===== src/rtl/p12_cfg_loader.sv =====
// Configuration loader for the 8x8 rotating-tile grid: buffers a byte stream into
// scan frames, shifts each into the grid chain and strobes the matching latch plane.
module p12_cfg_loader #(
    parameter int CHAIN_LEN = 64,
    parameter int CFG_PULSE = 2
) (
    input  logic       clk,
    input  logic       rst,
    input  logic       start,
    input  logic [7:0] din,
    input  logic       din_valid,
    output logic       din_ready,
    input  logic       lb_en,
    input  logic [1:0] lbc_sel,
    output logic       se,
    output logic       sc,
    output logic [1:0] cfg,
    output logic       lb,
    output logic [1:0] lbc,
    output logic       busy,
    output logic [1:0] frame,
    output logic       done
);

    localparam int BYTES = CHAIN_LEN / 8;
    localparam int BCW   = (BYTES > 1) ? $clog2(BYTES) : 1;
    localparam int SCW   = $clog2(CHAIN_LEN + 1);
    localparam int PCW   = (CFG_PULSE > 1) ? $clog2(CFG_PULSE) : 1;

    typedef enum logic [2:0] {
        IDLE,
        FILL,
        SHIFT,
        STROBE,
        FINISH
    } state_t;

    state_t               state;
    logic [CHAIN_LEN-1:0] frame_buf;
    logic [CHAIN_LEN-1:0] fill_buf;
    logic [BCW-1:0]       byte_cnt;
    logic [SCW-1:0]       shift_cnt;
    logic [PCW-1:0]       pulse_cnt;
    logic                 loaded;
    logic                 start_go;
    logic                 finish_go;
    logic                 busy_nxt;
    logic                 loaded_nxt;

    // Next-cycle busy/loaded let the registered loop-breaker outputs switch in
    // the same cycle as busy itself, so lb is never released while busy=1.
    always_comb begin
        fill_buf = frame_buf;
        fill_buf[{byte_cnt, 3'b000} +: 8] = din;
        start_go   = (state == IDLE) && start;
        finish_go  = (state == SHIFT) && (shift_cnt == '0) && (frame == 2'd3);
        busy_nxt   = (busy || start_go) && !finish_go;
        loaded_nxt = loaded || finish_go;
    end

    always_ff @(posedge clk) begin
        if (rst) begin
            state     <= IDLE;
            se        <= 1'b0;
            sc        <= 1'b0;
            cfg       <= 2'd0;
            lb        <= 1'b1;
            lbc       <= 2'd0;
            din_ready <= 1'b0;
            busy      <= 1'b0;
            done      <= 1'b0;
            frame     <= 2'd0;
            loaded    <= 1'b0;
            byte_cnt  <= '0;
            shift_cnt <= '0;
            pulse_cnt <= '0;
        end else begin
            busy   <= busy_nxt;
            loaded <= loaded_nxt;
            done   <= finish_go;
            if (busy_nxt || !loaded_nxt) begin
                lb  <= 1'b1;
                lbc <= 2'd0;
            end else begin
                lb  <= lb_en;
                lbc <= lbc_sel;
            end

            case (state)
                IDLE: begin
                    if (start) begin
                        state     <= FILL;
                        frame     <= 2'd0;
                        byte_cnt  <= '0;
                        din_ready <= 1'b1;
                    end
                end
                FILL: begin
                    if (din_valid && din_ready) begin
                        if (byte_cnt == BCW'(BYTES - 1)) begin
                            // Bit 0 goes straight to sc; the buffer keeps the rest.
                            frame_buf <= fill_buf >> 1;
                            sc        <= fill_buf[0];
                            se        <= 1'b1;
                            din_ready <= 1'b0;
                            shift_cnt <= SCW'(CHAIN_LEN - 1);
                            state     <= SHIFT;
                        end else begin
                            frame_buf <= fill_buf;
                            byte_cnt  <= byte_cnt + 1'b1;
                        end
                    end
                end
                SHIFT: begin
                    if (shift_cnt != '0) begin
                        sc        <= frame_buf[0];
                        frame_buf <= frame_buf >> 1;
                        shift_cnt <= shift_cnt - 1'b1;
                    end else begin
                        se <= 1'b0;
                        sc <= 1'b0;
                        if (frame == 2'd3) begin
                            state <= FINISH;
                        end else begin
                            state     <= STROBE;
                            cfg       <= frame + 2'd1;
                            pulse_cnt <= PCW'(CFG_PULSE - 1);
                        end
                    end
                end
                STROBE: begin
                    if (pulse_cnt != '0) begin
                        pulse_cnt <= pulse_cnt - 1'b1;
                    end else begin
                        cfg       <= 2'd0;
                        frame     <= frame + 2'd1;
                        byte_cnt  <= '0;
                        din_ready <= 1'b1;
                        state     <= FILL;
                    end
                end
                FINISH: begin
                    state <= IDLE;
                end
                default: begin
                    state <= IDLE;
                end
            endcase
        end
    end

endmodule


===== config.mk =====
export PLATFORM = sky130hd
export DESIGN_NAME = p12_cfg_loader
export DESIGN_NICKNAME = d
export VERILOG_FILES = /design/src/rtl/p12_cfg_loader.sv
export SDC_FILE = /design/constraint.sdc
export NUM_CORES = 1
export LEC_CHECK = 0
export CAP_MARGIN = 20
export CORE_ASPECT_RATIO = 0.7
export CORE_MARGIN = 8
export CORE_UTILIZATION = 46
export CTS_CLUSTER_DIAMETER = 60
export DETAILED_ROUTE_END_ITERATION = 7
export PLACE_DENSITY = 0.78
export SLEW_MARGIN = 5
export SYNTH_ARGS = -nofsm -noshare
export SYNTH_HDL_FRONTEND = slang
export SYNTH_SLANG_ARGS = --single-unit

===== constraint.sdc =====
create_clock -name clk -period 6.3 [get_ports clk]
set_clock_uncertainty 0.1 [all_clocks]
set_input_delay 1.89 -clock clk [delete_from_list [all_inputs] [get_ports clk]]
set_output_delay 1.89 -clock clk [all_outputs]
set_load 0.05 [all_outputs]

# Word level (Yosys, flattened, before mapping)
# Index checks and enable logic that the tools add are counted.
# Widths: inputs -> output; s select.
# totals
output_inout_bits,12
inputBits,15
regBits,91
elab_cells,109
# classes
bitwise,1
n_eq_ne,13
addsub,5
n_mux,45
shift,2
n_reduce_logical,28
# ops
cell,n
$mux 64,3
$pmux 64 s2,1
$bwmux 64,1
$shift 8x8->64 const A,1
$shiftx 8x8->64,1
$mux 3,10
$mux 7,3
$reduce_and 4->1,4
$reduce_and 5->1,3
$ne 2x2->1 const B,7
$pmux 7 s2,1
$mux 1,13
$pmux 3 s4,1
$mux 2,5
$pmux 3 s3,1
$reduce_and 3->1,3
$neg 6->8,1
$pmux 2 s2,2
$logic_not 7->1,1
$reduce_bool 7->1,1
$sub 7x1->7 const B,1
$eq 3x2->1 const B,2
$pmux 1 s2,3
$reduce_bool 2->1,3
15 further kinds,22

# Depth between registers and ports, before layout
# Gate-level depths: netlist (run 1).
# logic_depth
word_depth,7
mapped_depth,10

# Least setup slack after synthesis (run 1)
# OpenSTA, ideal clock, no wires.
# synth_timing
path_kind,input -> register
start,in rst
end,reg frame_buf[0] (enable)
arrival_ns,5.399
setup_slack_ns,0.294
setup_time_ns,0.507
cell_stages,3
required_time_ns,5.693
cell_sequence,clkbuf_1 -> clkbuf_1 -> a21oi_1
# synth_via
elab_chain_len,2
# synth_rtl
item,line_no,text
"start, declared",8,"input logic rst,"
$not 1->1 (no source line),--,
$reduce_and 4->1 (no source line),--,
"end signal, assigned",102,frame_buf <= fill_buf >> 1;
"end signal, assigned",109,frame_buf <= fill_buf;
"end signal, assigned",117,frame_buf <= frame_buf >> 1;
"end, declared",39,logic [CHAIN_LEN-1:0] frame_buf;
# Every way passes these cells.
# A chain may end at the register's enable or synchronous reset.

# Worst setup path in the final report (run 1)
# layout_timing
start,in rst
end,reg frame_buf[25] (enable)
# The elaborated chain is that of the path after synthesis.

==> results of run 1 <==
## where the power goes
part	total [mW]	switching [mW]	internal [mW]
Clock	0.512	0.242	0.270
Sequential	0.667	0.0131	0.653
Combinational	0.153	0.0896	0.0630
Total	1.33	0.345	0.986
## final timing paths
| path | from | end | slack, ps | depth (start not counted) |
|---|---|---|---|---|
| worst max-delay path | rst | frame_buf[25] | 2510 | 3 |
| worst min-delay path | loaded | loaded | 370 | 2 |
| worst max register to register | byte_cnt[0] | frame_buf[62] | 3010 | 7 |
| worst min register to register | loaded | loaded | 370 | 2 |
## layer usage
| layer | vias to the layer above | part of all wire, % |
|---|---|---|
| met5 | - | 0 |
| met4 | 0 | 1.2 |
| met3 | 17 | 8.9 |
| met2 | 194 | 45 |
| met1 | 2156 | 45 |
| li1 | 2040 | - |
## cells by family after synthesis
logic type      Yosys count
flops                    91
fa+ha+maj                 7
mux                      92
compound gates          114
buf+inv                  64
simple gates            163
## worst max-delay path, cell delays in order
cell and delay [ps]:
sky130_fd_sc_hd__clkdlybuf4s50_1 930, sky130_fd_sc_hd__a21oi_4 330, sky130_fd_sc_hd__buf_4 490
## cell usage in the layout, fill, tap and decap left out, types with 6 or more instances in the layout
cell type,netlist,final
sky130_fd_sc_hd__nor2_1,53,53
sky130_fd_sc_hd__clkbuf_16,0,9
sky130_fd_sc_hd__nand2_1,33,33
sky130_fd_sc_hd__mux2_2,32,32
sky130_fd_sc_hd__mux2i_1,38,38
sky130_fd_sc_hd__buf_4,5,6
sky130_fd_sc_hd__and2_1,9,9
sky130_fd_sc_hd__a21oi_1,29,28
sky130_fd_sc_hd__ha_1,7,7
sky130_fd_sc_hd__o21ai_0,12,12
sky130_fd_sc_hd__a221oi_1,16,16
sky130_fd_sc_hd__clkdlybuf4s50_1,0,26
sky130_fd_sc_hd__mux4_2,21,21
sky130_fd_sc_hd__dfxtp_1,27,27
sky130_fd_sc_hd__edfxtp_1,64,64
sky130_fd_sc_hd__a211oi_1,16,16
sky130_fd_sc_hd__inv_1,19,19
sky130_fd_sc_hd__nor3_1,10,10
sky130_fd_sc_hd__nand3_1,13,13
## final cells by class
cell class                 instances  area [µm²]  area share, %
multi-input combinational        376        3060           47.9
sequential                        91        2460           38.6
timing repair buffer              32         305           4.79
clock buffer                       9         225           3.53
tap                              162         203           3.18
inverter                          20        77.6           1.22
clock inverter                     7        48.8          0.765
## state kept, by name (all words and copies together), names as in the netlist, 2 cells and up
| name | cells |
|---|---|
| cfg | 2 |
| shift_cnt | 7 |
| state | 3 |
| byte_cnt | 3 |
| frame_buf | 64 |
| frame | 2 |
| lbc | 2 |
## metrics by stage
stage | cell area, µm² | cells | hold WS (ps) | power (mW) | utilization, %
2_1_floorplan | 5820 | 531 | 326 | 0.786 | -
3_3_place_gp | 6100 | 681 | 333 | 0.823 | 49.3
3_5_place_dp | 6100 | 681 | 359 | 0.829 | 49.3
4_1_cts | 6380 | 697 | 369 | 1.34 | 51.5
5_1_grt | 6380 | 697 | 403 | 1.37 | 51.5
6_report | 6380 | 697 | 370 | 1.33 | 51.5
==> run_results.csv, run 1 <==
group,metric,value,unit
status,outcome,"finished, final reports clean",
die,core,12400,µm²
global_routing,grt_busiest_layer,"met2",
die,vert_die_dim,110,µm
die,i_o_pin_count,27,
min_path,holdCritPathClass,"reg -> reg",
logic_synthesis,post_synth_instance_area,5820,µm²
power_and_ir_drop,irDropWorstVdd,0.145,mV
logic_synthesis,synth_adder_area_share,1.51,%
logic_synthesis,synth_most_common_cell,"sky130_fd_sc_hd__edfxtp_1",
route,vias,4407,
setup_path,critPathMaxFanout,40,
cts,post_cts.repair.setup_buffers,0,
sta,timing.final.crit_share,60.1,%
global_routing,grt_overflow_total,0,
cts,h-tree-depth,3,
setup_path,startpoint_type,"input pin",
global_routing,global_route.usage.met3,5.51,%
global_routing,groute.usage.overall,17.8,%
final_layout,insertedDiodeCount,0,
route,antenna_violating_nets_post_route,0,
logic_synthesis,synth_enable_flop_cells,64,
setup_path,cp.required,6190,ps
global_routing,grt_first_pass_wirelength,23.2,mm
cts,tritoncts,"done",
sta,fin_ws,2510,ps
die,initial_core_util,47.0,%
cts,root_buffer,"sky130_fd_sc_hd__clkbuf_16",
logic_synthesis,synth.avg_cell_area,11.0,µm²
die,die_area,16600,µm²
final_layout,nFillCells,1012,
placement,port_buffers,26,
logic_synthesis,synth-main-ff-cell,"sky130_fd_sc_hd__edfxtp_1",
cts,clk_lat_worst_skew,350,ps
power_and_ir_drop,power_per_cell_area,209,nW/µm²
logic_synthesis,post_synth_mux_area_share,21.1,%
cts,clock_sinks,91,
logic_synthesis,syn_nets,553,
route,drcViolationCount,0,
final_layout,design.final.nets,552,
power_and_ir_drop,leakagePower,2.21,nW
placement,hpwlAfterDp,9.02,mm
sta,timing.final.max_slew_violations,0,
global_routing,grt_pass1_vias,4390,
logic_synthesis,top_cells_by_area_synth,"sky130_fd_sc_hd__edfxtp_1, sky130_fd_sc_hd__dfxtp_1, sky130_fd_sc_hd__mux4_2",
route,drt_first_iter_violations,501,
cts,numCtsBuffers,9,
route,totalWireLength,14.1,mm
sta,report.final.setup_viol,0,
logic_synthesis,seq_area_frac_synth,42.3,%
logic_synthesis,syn-instance-count,531,
global_routing,grt_use_met1,24.3,%
logic_synthesis,postSynth.asyncResetShare,0,%
cts,postCtsHoldBufs,0,
global_routing,antenna_found_initial,0,
setup_path,cp.arrival,3670,ps
logic_synthesis,yosys.area.top_type_share,33.0,%
setup_path,worstSetupEndpointType,"register",
global_routing,grt_util_met2,26.6,%
sta,tightest_slew,1040,ps
cts,clk_pin_slew,70,ps
logic_synthesis,synth-xor-area-share,0,%
route,detail_route.first_pass.iterations,5,
die,die_w,150,µm
logic_synthesis,synthesis.yosys.warnings,0,
sta,slew_headroom,30.6,%
setup_path,timing.setup.critical_path_class,"in -> reg",
sta,fmax,264,MHz
die,fp-row-count,34,
route,detail_route.vias_per_cell,6.32,
route,drt-wirelength-per-cell,20.2,µm
final_layout,area_growth_syn_to_layout,9.59,%
final_layout,drive_above_1_share,18.9,%
logic_synthesis,post_synth_most_frequent_cells,"sky130_fd_sc_hd__edfxtp_1, sky130_fd_sc_hd__nor2_1, sky130_fd_sc_hd__mux2i_1",
logic_synthesis,synth.ff_latch_count,91,
sta,finalSetupTns,0,ps
placement,setup_ws_pre_cts,2130,ps
cts,cts.path.max_buffers,2,
sta,min_period,3790,ps
placement,gp_congestion,0.847,
cts,cts.repair.resized,0,
sta,setup_repair_after_global_routing_missed_its_margin,"false",
logic_synthesis,ys_types,74,
sta,hold_viol,0,
logic_synthesis,synthDominantAreaCellType,"sky130_fd_sc_hd__edfxtp_1",
flow_run,cap_viol_max_count,0,
logic_synthesis,dominant_combinational_cell_family_by_area_after_synthesis,"multiplexers",
logic_synthesis,simple_logic_cell_fraction_of_the_synthesized_area,15.9,%
global_routing,pin_count_of_the_biggest_net_entering_global_routing,92,
logic_synthesis,synth_compound_area_share,13.8,%
(Power assumes the default switching activity.)
==> run 2: changes to the inputs <==
clock period = 3.3 ns   (was 6.3 ns; I/O delays follow)
==> run 2 against run 1 <==
Against the previous run: final area rose by 1.9%; via count rose by 2.3%; sequential share of layout area fell by 0.74 points; combinational power up 94%; utilization increased by 1.0 points; register-to-register slack got worse by 2500 ps; critical path type is now reg -> reg; largest cell class unchanged; largest power group unchanged; highest routed layer unchanged.
==> run_results.csv, run 2 (synthesized netlist as in run 1, its figures left out) <==
group,metric,value,unit
sta,fmax,360,MHz
final_layout,layout_commonest_cell,"sky130_fd_sc_hd__edfxtp_1",
setup_path,critPathMaxFanout,13,
cts,cts.repair.resized,0,
sta,whs,350,ps
sta,setup_repair_after_global_routing_missed_its_margin,"false",
final_layout,insertedDiodeCount,0,
setup_path,rr_worst_depth,7,
global_routing,groute.usage.overall,17.8,%
final_layout,largest_register_ffs,64,
sta,report.final.setup_viol,0,
final_layout,design.final.nets,563,
global_routing,antenna_found_initial,0,
global_routing,pin_count_of_the_biggest_net_entering_global_routing,44,
power_and_ir_drop,leakagePower,2.28,nW
setup_path,cp.required,3300,ps
power_and_ir_drop,pwr_total,2.57,mW
placement,gp_congestion,0.847,
final_layout,area_growth_syn_to_layout,11.7,%
setup_path,worstSetupEndpointType,"register",
flow_run,cap_viol_max_count,0,
setup_path,startpoint_type,"register",
die,initial_core_util,47.0,%
final_layout,drive_above_1_share,20.5,%
global_routing,grt_pass1_vias,4324,
cts,numCtsBuffers,9,
die,core,12400,µm²
setup_path,timing.setup.critical_path_class,"reg -> reg",
sta,fin_ws,525,ps
route,detail_route.vias_per_cell,6.37,
route,antenna_violating_nets_post_route,0,
global_routing,grt_overflow_total,0,
sta,tightest_slew,685,ps
sta,finalSetupTns,0,ps
die,fp-row-count,34,
cts,postCtsHoldBufs,0,
cts,clk_lat_worst_skew,340,ps
cts,clock_sinks,91,
cts,root_buffer,"sky130_fd_sc_hd__clkbuf_16",
cts,clk_pin_slew,70,ps
route,vias,4508,
sta,min_period,2770,ps
placement,setup_ws_pre_cts,318,ps
status,outcome,"finished, final reports clean",
final_layout,cell_area_after_layout,6500,µm²
min_path,holdCritPathClass,"reg -> reg",
global_routing,grt_first_pass_wirelength,23.2,mm
sta,slew_headroom,54.2,%
route,detail_route.first_pass.iterations,5,
sta,timing.final.max_slew_violations,0,
die,die_area,16600,µm²
die,vert_die_dim,110,µm
min_path,worst_hold_path.num_cells,2,
cts,cts.path.max_buffers,2,
cts,h-tree-depth,3,
route,drt_first_iter_violations,498,
cts,post_cts.repair.setup_buffers,0,
die,die_w,150,µm
sta,hold_viol,0,
setup_path,cp.arrival,2770,ps
final_layout,reg.largest.list,"frame_buf: 64 flops, shift_cnt: 7 flops",
route,drcViolationCount,0,
die,i_o_pin_count,27,
final_layout,most-common-layout-cells,"sky130_fd_sc_hd__edfxtp_1, sky130_fd_sc_hd__nor2_1, sky130_fd_sc_hd__mux2i_1, sky130_fd_sc_hd__nand2_1, sky130_fd_sc_hd__mux2_2",
power_and_ir_drop,irDropWorstVdd,0.361,mV
route,totalWireLength,14.1,mm
placement,port_buffers,26,
placement,hpwlAfterDp,9.32,mm
cts,tritoncts,"done",
power_and_ir_drop,power_per_cell_area,396,nW/µm²
placement,dpl_cell_area,6210,µm²
route,drt-wirelength-per-cell,20.0,µm
sta,timing.final.crit_share,84.1,%
final_layout,largest_register,"frame_buf",
[run 2: metrics by stage]
step                instances  util (%)
floorplan                 531         -
global placement          692      50.2
detailed placement        692      50.2
CTS                       708      52.5
global route              708      52.5
finish                    708      52.5
[run 2: worst paths after layout]
| kind | start | endpoint | slack (ps) |
|---|---|---|---|
| worst max-delay path | byte_cnt[1] | frame_buf[26] | 530 |
| worst min-delay path | loaded | loaded | 350 |
| worst max register to register | byte_cnt[1] | frame_buf[26] | 530 |
| worst min register to register | loaded | loaded | 350 |
[run 2: cell type report]
type	count	area [µm²]
clock buffers	12	267
clock inverters	4	23.8
fillers	1030	5880
inverters	20	77.6
multi-input cells	376	3060
flip-flops and latches	91	2460
well taps	162	203
repair buffers	43	413
[run 2: where the power goes]
part	internal (mW)	total, mW	leakage (nW)	switching (mW)
Combinational	0.128	0.297	1.33	0.169
Clock	0.570	1.00	0.148	0.435
Sequential	1.25	1.27	0.796	0.0234
[run 2: worst max-delay path: stages (launching register included)]
cell and delay [ps]:
sky130_fd_sc_hd__dfxtp_1 420, sky130_fd_sc_hd__inv_1 70, sky130_fd_sc_hd__ha_1 200, sky130_fd_sc_hd__ha_1 590
sky130_fd_sc_hd__and4bb_2 580, sky130_fd_sc_hd__mux2i_1 320, sky130_fd_sc_hd__mux2_2 190, sky130_fd_sc_hd__a21oi_1 60
[run 2: metal layers]
| metal | vias to the layer above | track usage [%] | routed length [µm] |
|---|---|---|---|
| li1 | 2061 | - | - |
| met1 | 2241 | 25.5 | 6450 |
| met2 | 192 | 27.1 | 6390 |
| met3 | 14 | 3.14 | 1140 |
| met4 | 0 | 4.98 | 155 |
| met5 | - | 0 | 0 |
==> run 3: changes to the inputs <==
clock period = 2.55 ns   (was 3.3 ns; I/O delays follow)
==> run 3 against run 2 <==
Against the previous run: total power increased by 38%; worst setup slack got worse by 410 ps; first-iteration DRC count down 10%; via count up 3.3%; count of clock-buffer cells in the layout is 3 lower; utilization is 2.8 points higher; flip-flop and latch count unchanged; critical path depth is 6 lower; combinational power is 46% higher; worst hold slack gained 29 ps; wire length rose by 4.6%; die area is the same; critical path type is now reg -> out; largest cell class unchanged; largest power group unchanged.
==> run_results.csv, run 3 (synthesized netlist as in run 1, its figures left out) <==
group,metric,value,unit
min_path,holdCritPathClass,"reg -> reg",
setup_path,critPathMaxFanout,5,
cts,clk_pin_slew,70,ps
global_routing,grt_util_met2,29.7,%
power_and_ir_drop,irDropWorstVdd,0.411,mV
sta,finalSetupTns,0,ps
global_routing,grt_overflow_total,0,
placement,setup_ws_pre_cts,-46.1,ps
placement,dpl_cell_area,6510,µm²
cts,postCtsHoldBufs,0,
setup_path,crit_path_cell_trace,"clkdlybuf4s50_1",
sta,whs,379,ps
sta,min_period,2440,ps
die,core,12400,µm²
final_layout,insertedDiodeCount,0,
global_routing,grt_pass1_vias,4613,
setup_path,rr_worst_depth,7,
global_routing,groute.usage.overall,18.7,%
placement,port_buffers,26,
final_layout,layout_commonest_cell,"sky130_fd_sc_hd__edfxtp_1",
sta,setup_repair_after_global_routing_missed_its_margin,"false",
cts,post_cts.repair.setup_buffers,0,
setup_path,timing.setup.critical_path_class,"reg -> out",
placement,gp_congestion,0.865,
final_layout,area_growth_syn_to_layout,17.7,%
route,detail_route.vias_per_cell,6.35,
route,antenna_violating_nets_post_route,0,
cts,root_buffer,"sky130_fd_sc_hd__clkbuf_16",
route,drt_first_iter_violations,448,
setup_path,timing.critical_path.to,"frame[0]",
cts,cts.path.max_buffers,2,
final_layout,cell_area_after_layout,6850,µm²
setup_path,cp.required,1690,ps
sta,report.final.setup_viol,0,
global_routing,global_route.usage.met3,4.08,%
global_routing,grt_use_met1,25.7,%
setup_path,critical_path.n_buffers_inverters,1,
die,vert_die_dim,110,µm
setup_path,slowest_stage,"sky130_fd_sc_hd__clkdlybuf4s50_1",
die,i_o_pin_count,27,
global_routing,grt_first_pass_wirelength,24.5,mm
final_layout,design.final.nets,588,
sta,slew_headroom,63.3,%
final_layout,largest_register_ffs,64,
cts,cts.repair.resized,2,
cts,h-tree-depth,3,
final_layout,drive_above_1_share,25.2,%
global_routing,grt_busiest_layer,"met2",
setup_path,worst_path_largest_cell_delay,830,ps
die,die_w,150,µm
final_layout,largest_register,"frame_buf",
setup_path,critical_path_depth_in_cells,1,
setup_path,critical_path.reg2reg.endpoint,"frame_buf[35]",
die,fp-row-count,34,
setup_path,critical_path.reg2reg.startpoint,"byte_cnt[0]",
setup_path,cp.arrival,1570,ps
power_and_ir_drop,power_per_cell_area,518,nW/µm²
power_and_ir_drop,leakagePower,2.45,nW
setup_path,setup.worst_path.start,"frame[0]",
sta,tightest_slew,545,ps
setup_path,reg2reg_slack,120,ps
sta,timing.final.max_slew_violations,0,
route,detail_route.first_pass.iterations,5,
sta,hold_viol,0,
global_routing,pin_count_of_the_biggest_net_entering_global_routing,49,
status,outcome,"finished, final reports clean",
cts,tritoncts,"done",
sta,timing.final.crit_share,95.5,%
placement,hpwlAfterDp,10.2,mm
final_layout,reg.largest.list,"frame_buf: 64 flops, shift_cnt: 7 flops",
cts,clock_sinks,91,
setup_path,startpoint_type,"register",
setup_path,cp_top_family,"buffers and inverters",
sta,fin_ws,114,ps
route,vias,4657,
route,drcViolationCount,0,
flow_run,cap_viol_max_count,0,
sta,fmax,411,MHz
final_layout,most-common-layout-cells,"sky130_fd_sc_hd__edfxtp_1, sky130_fd_sc_hd__nor2_1, sky130_fd_sc_hd__mux2i_1, sky130_fd_sc_hd__buf_4, sky130_fd_sc_hd__mux2_2",
global_routing,antenna_found_initial,0,
die,die_area,16600,µm²
route,totalWireLength,14.8,mm
setup_path,worstSetupEndpointType,"output pin",
route,drt-wirelength-per-cell,20.2,µm
cts,numCtsBuffers,9,
die,initial_core_util,47.0,%
cts,clk_lat_worst_skew,350,ps
## run 3: changes by cell type in the layout (fill, tap and decap cells not counted), moves of 3 or more
cell,delta
sky130_fd_sc_hd__buf_4,+19
sky130_fd_sc_hd__clkbuf_8,-3
sky130_fd_sc_hd__clkinv_2,-3
sky130_fd_sc_hd__clkinvlp_4,+3
sky130_fd_sc_hd__buf_12,+6
## run 3: worst min path at each step
stage / start / to / cells after the start
after global placement: loaded / loaded / 2
after CTS: loaded / loaded / 2
final: loaded / loaded / 2
after detailed placement: loaded / loaded / 2
after global routing: loaded / loaded / 2
after floorplan: loaded / loaded / 2
## run 3: area by class of cell
| class | instances | area (µm²) |
|---|---|---|
| multi-input cells | 376 | 3100 |
| clock inverters | 7 | 100 |
| repair buffers | 68 | 676 |
| flip-flops and latches | 91 | 2460 |
| well taps | 162 | 203 |
| fillers | 1015 | 5530 |
| inverters | 20 | 77.6 |
| clock buffers | 9 | 225 |
## run 3: per-layer routing
layer | vias to the layer above | routed length (µm)
li1 | 2112 | -
met4 | 0 | 146
met5 | - | 0
met3 | 14 | 1400
met2 | 237 | 6760
met1 | 2294 | 6480
## run 3: stage by stage
step	util [%]	power, mW	instances
4_1_cts	55.2	3.56	733
3_5_place_dp	52.6	2.09	717
3_3_place_gp	52.6	2.08	717
2_1_floorplan	-	1.95	531
5_1_grt	55.3	3.65	733
6_report	55.3	3.55	733
## run 3: worst min-delay path: cells and delay by family (launching register included)
family	cells	cell delay, ps
flops	1	320
buf+inv	1	50
compound gates	1	60
## run 3: report_power, final
group	internal (mW)	switching [mW]
registers	1.61	0.0187
logic	0.190	0.246
clock network	0.866	0.613
total	2.67	0.877
